==> src/rtl/uart_rx_if.sv <==
// uart_rx_if: CPU-side read port of the buffered UART receiver.
interface uart_rx_if;
  logic       rx_rd;
  logic [7:0] rx_data;
  logic       rx_valid;
  logic       rx_overrun;
  logic       rx_frame_err;
  logic       rx_busy;
  modport master (output rx_rd, input rx_data, rx_valid, rx_overrun, rx_frame_err, rx_busy);
  modport slave  (input rx_rd, output rx_data, rx_valid, rx_overrun, rx_frame_err, rx_busy);
endinterface

==> src/rtl/uart_rx_buffered.sv <==
// uart_rx_buffered: 8N1 UART receiver with a one-byte holding register and sticky error flags.
module uart_rx_buffered #(
  parameter int CLKS_PER_BIT = 217,
  parameter int HALF_BIT     = 108
) (
  input  logic       clk,
  input  logic       rst_n,
  input  logic       rxd,
  uart_rx_if.slave   bus
);
  typedef enum logic [2:0] {IDLE, START, DATA, STOP, WAIT_IDLE} state_t;
  localparam logic [7:0] LAST = 8'(CLKS_PER_BIT - 1);
  localparam logic [7:0] HALF = 8'(HALF_BIT);
  state_t     state, state_n;
  logic       s1, rxd_s;
  logic [7:0] cnt, shift, data;
  logic [2:0] idx;
  logic       tick, dlv, ferr_set, valid, overrun, frame_err;
  assign tick = (state == START && cnt == HALF) || ((state == DATA || state == STOP) && cnt == LAST);
  assign ferr_set = state == STOP && tick && !rxd_s;
  always_comb begin
    state_n = state;
    case (state)
      IDLE:      state_n = rxd_s ? IDLE : START;
      START:     state_n = tick ? (rxd_s ? IDLE : DATA) : START;
      DATA:      state_n = (tick && idx == 3'd7) ? STOP : DATA;
      STOP:      state_n = tick ? (rxd_s ? IDLE : WAIT_IDLE) : STOP;
      WAIT_IDLE: state_n = rxd_s ? IDLE : WAIT_IDLE;
      default:   state_n = IDLE;
    endcase
  end
  always_ff @(posedge clk or negedge rst_n) begin
    if (!rst_n) begin
      state <= IDLE;
      {s1, rxd_s} <= 2'b11;
    end else begin
      state <= state_n;
      {s1, rxd_s} <= {rxd, s1};
    end
  end
  // Counter restarts on every state change and every sample point, so sample
  // positions are measured from the synchronised start edge.
  always_ff @(posedge clk or negedge rst_n) begin
    if (!rst_n) begin
      cnt   <= '0;
      idx   <= '0;
      shift <= '0;
      dlv   <= 1'b0;
    end else begin
      cnt <= (tick || state_n != state || state == IDLE) ? '0 : cnt + 8'd1;
      idx <= state == START ? '0 : (state == DATA && tick) ? idx + 3'd1 : idx;
      if (state == DATA && tick) shift[idx] <= rxd_s;
      dlv <= state == STOP && tick && rxd_s;
    end
  end
  always_ff @(posedge clk or negedge rst_n) begin
    if (!rst_n) begin
      data      <= '0;
      valid     <= 1'b0;
      overrun   <= 1'b0;
      frame_err <= 1'b0;
    end else begin
      data      <= (dlv && (!valid || bus.rx_rd)) ? shift : data;
      valid     <= dlv ? 1'b1 : bus.rx_rd ? 1'b0 : valid;
      overrun   <= bus.rx_rd ? 1'b0 : (dlv && valid) ? 1'b1 : overrun;
      frame_err <= ferr_set ? 1'b1 : bus.rx_rd ? 1'b0 : frame_err;
    end
  end
  assign bus.rx_data      = data;
  assign bus.rx_valid     = valid;
  assign bus.rx_overrun   = overrun;
  assign bus.rx_frame_err = frame_err;
  assign bus.rx_busy      = state != IDLE;
endmodule

==> src/flat_wrapper.sv <==
// flat-port wrapper written by rule: the top's interface ports become plain ports
module uart_rx_buffered_flat 
#(
  parameter int CLKS_PER_BIT = 217,
  parameter int HALF_BIT     = 108
)
  (clk, rst_n, rxd, bus_rx_rd, bus_rx_data, bus_rx_valid, bus_rx_overrun, bus_rx_frame_err, bus_rx_busy);
  uart_rx_if bus_i ();
  input  logic clk;
  input  logic rst_n;
  input  logic rxd;
  input wire logic [$bits(bus_i.rx_rd)-1:0] bus_rx_rd;
  output wire logic [$bits(bus_i.rx_data)-1:0] bus_rx_data;
  output wire logic [$bits(bus_i.rx_valid)-1:0] bus_rx_valid;
  output wire logic [$bits(bus_i.rx_overrun)-1:0] bus_rx_overrun;
  output wire logic [$bits(bus_i.rx_frame_err)-1:0] bus_rx_frame_err;
  output wire logic [$bits(bus_i.rx_busy)-1:0] bus_rx_busy;
  assign bus_i.rx_rd = bus_rx_rd;
  assign bus_rx_data = bus_i.rx_data;
  assign bus_rx_valid = bus_i.rx_valid;
  assign bus_rx_overrun = bus_i.rx_overrun;
  assign bus_rx_frame_err = bus_i.rx_frame_err;
  assign bus_rx_busy = bus_i.rx_busy;
  uart_rx_buffered #(.CLKS_PER_BIT(CLKS_PER_BIT), .HALF_BIT(HALF_BIT)) u_core (.clk(clk), .rst_n(rst_n), .rxd(rxd), .bus(bus_i));
endmodule
==> config.mk <==
export PLATFORM = sky130hd
export DESIGN_NAME = uart_rx_buffered_flat
export DESIGN_NICKNAME = d
export VERILOG_FILES = /design/src/rtl/uart_rx_if.sv /design/src/rtl/uart_rx_buffered.sv /design/src/flat_wrapper.sv
export SDC_FILE = /design/constraint.sdc
export NUM_CORES = 1
export LEC_CHECK = 0
export BUFFER_PORTS_ARGS = -buffer_cell sky130_fd_sc_hd__buf_2
export CAP_MARGIN = 40
export CORE_MARGIN = 2
export CORE_UTILIZATION = 55
export DETAILED_ROUTE_END_ITERATION = 8
export HOLD_SLACK_MARGIN = 0.06
export MAX_ROUTING_LAYER = met4
export PLACE_DENSITY = 0.75
export SYNTH_ARGS = -nofsm -noshare
export SYNTH_HDL_FRONTEND = slang
export SYNTH_SLANG_ARGS = --single-unit
==> constraint.sdc <==
create_clock -name clk -period 2.9 [get_ports clk]
set_input_delay 0.58 -clock clk [delete_from_list [all_inputs] [get_ports clk]]
set_output_delay 0.58 -clock clk [all_outputs]
set_load 0.02 [all_outputs]
==> flow_metrics.tcl <==
set metrics [dict create \
    peakVddDrop_uv 379 \
    cts-buffers-inserted 5 \
    antenna_found_initial 0 \
    critPathLaunchType "register" \
    yosysTopAreaCell "dfrtp_1" \
    diodes 0 \
    drive_gt1_frac 0.297 \
    syn-num-nets 144 \
    required_ns 3.13 \
    dp_slack_ns 0.774 \
    fp.dieH_um 58.7 \
    setup_ws_ns 0.774 \
    slew_headroom 0.491 \
    num_rows 19 \
    syn_area_um2 1650 \
    violations "design-rule violations" \
    finalNonFillerCells 186 \
    postSynthCellCount 136 \
    avgSynthCellArea_um2 12.1 \
    cts_max_level 2 \
    grt_usage 0.190 \
    grt_pass1_vias 1026 \
    clkTransAtPathRegs_ns 0.11 \
    detail_route.wl_per_cell_um 14.2 \
    vias 1055 \
    busiest_layer "met2" \
    final_common_cell "dfrtp_1" \
    final_cell_mix "dfrtp_1, buf_2, nor2_1, mux2_2" \
    grt_use_met1 0.241 \
    yosys_warnings 0 \
    postCtsSetupRepairBufs 0 \
    vias_per_cell 5.67 \
    period_share 0.733 \
    gp_congestion 0.772 \
    area_growth_pct 10.0 \
    finalMaxSlewViolations 0 \
    synth_edf_count 0 \
    overflow 0 \
    ant_nets 0 \
    port_buffers 15 \
    drv_cap 0 \
    io_pins 16 \
    fin_crit_ns 2.13 \
    cts.sinks 36 \
    rsz0062_at_grt "no" \
    crit_type "reg2reg" \
    timing.fmax_ghz 0.470 \
    synth_ff_type "dfrtp_1" \
    hold_path.class "in2async" \
    fillers 230 \
    fin_nets 162 \
    cts_root_buffer "clkbuf_4" \
    met2_usage 0.286 \
    cts_hold_buffers 0 \
    grt_pass1_wl_um 4690 \
    crit_arrival_ns 2.36 \
    finalSetupTns_ns 0 \
    p_per_area_nw_per_um2 474 \
    coreArea_um2 2810 \
    final_util 0.645 \
    clock_path_buffers 2 \
    clock_latency_ns 0.34 \
    ys_seq_elements 36 \
    path_max_fanout 13 \
    use_met3 0.0725 \
    synth_top_area_frac 0.517 \
    total_power_mw 0.859 \
    finalClockSkew_ns 0.0137 \
    initial_core_util 0.587 \
    setup_viol 0 \
    dp_hpwl_um 1820 \
    async_flop_share 1.00 \
    first_pass_iters 6 \
    routed_wl_um 2640 \
    detail_route.iter0.violations 41 \
    status "finished, violations left" \
    power_leakage_nw 0.887 \
    yosysSeqAreaShare 0.549 \
    dp.cells 178 \
    endpoint_kind "register" \
    synth.distinct_cells 35 \
    drc 1 \
    cts_tree "yes" \
    worst_pin_slew_ns 0.763 \
    fp.dieArea_um2 3450 \
    cts_resized 0 \
    synth_top_cells_by_area "dfrtp_1, mux2_2, dfstp_2, nor2_1, ha_1" \
    grt_max_degree 37 \
    report.final.hold_viol_count 0 \
    die_x_um 58.7 \
]
-- metal layers --
| metal | wire length, um | vias to the layer above | share of wire |
|---|---|---|---|
| met4 | 44 | 0 | 0.017 |
| met2 | 1260 | 22 | 0.48 |
| li1 | - | 522 | - |
| met1 | 1220 | 506 | 0.46 |
| met3 | 119 | 5 | 0.045 |
| met5 | 0 | - | 0 |
-- final timing paths --
kind,startpoint,end,slack [ns],depth (start not counted)
max,u_core.cnt[0],u_core.shift[1],0.77,6
max in group asynchronous,rst_n,u_core.bus.rx_data[6],2.12,1
min reg2reg,u_core.s1,u_core.rxd_s,0.36,0
min,rst_n,u_core.bus.rx_data[3],0.29,1
max reg2reg,u_core.cnt[0],u_core.shift[1],0.77,6
min in group clk,rxd,u_core.s1,0.33,1
-- metrics by stage --
step / hold WS (ns) / instance area (um2)
finish: 0.292 / 1810
global route: 0.304 / 1810
CTS: 0.315 / 1810
detailed placement: 0.353 / 1730
global placement: 0.347 / 1730
floorplan: 0.284 / 1650
-- report_power, final --
group	internal [mW]	switching (mW)	leakage (nW)	total, mW
combinational	0.00182	0.00970	0.363	0.0115
clock	0.181	0.160	0.0422	0.340
sequential	0.504	0.00273	0.481	0.507
-- state kept, by name, indices dropped and copies added, names as in the netlist --
signal                   cells
u_core.bus.rx_frame_err      1
u_core.idx                   3
u_core.bus.rx_overrun        1
u_core.s1                    1
u_core.bus.rx_valid          1
u_core.rxd_s                 1
u_core.cnt                   8
u_core.dlv                   1
u_core.shift                 8
u_core.bus.rx_data           8
u_core.state                 3
-- critical path, stage by stage, from the launching register on --
cell	delay [ns]
dfrtp_1	0.42
inv_1	0.07
ha_1	0.16
nand3_1	0.16
nor4_4	0.57
and4bb_2	0.32
mux2_2	0.33
-- kinds of logic after synthesis --
kind of cell / after synthesis / share of synthesized area
compound gates: 12 / 0.0479
xor+xnor: 7 / 0.0373
fa+ha+maj: 4 / 0.0304
buf+inv: 10 / 0.0289
flops: 36 / 0.549
mux: 16 / 0.110
simple gates: 51 / 0.197
-- cell usage after synthesis (2+ instances only) --
cell	count
dfstp_2	2
xnor2_1	4
nand4b_1	4
or3_1	4
nand2b_1	3
nor2_1	14
inv_1	6
nand2_1	6
xor2_1	3
buf_2	2
mux2_1	2
o21ai_0	4
nor3_1	3
a21oi_1	2
ha_1	4
and4bb_2	2
mux2_2	14
dfrtp_1	34
nand4_1	2
nand3_1	6
-- layout make-up --
cell class              count  area [um2]  area share
flip-flops and latches     36         903       0.499
multi-input cells          90         694       0.384
repair buffers             15        75.1      0.0415
clock buffers               6        41.3      0.0228
well taps                  31        38.8      0.0214
clock inverters             2        35.0      0.0194
inverters                   6        22.5      0.0124
Power figures use the tool's default switching activity.
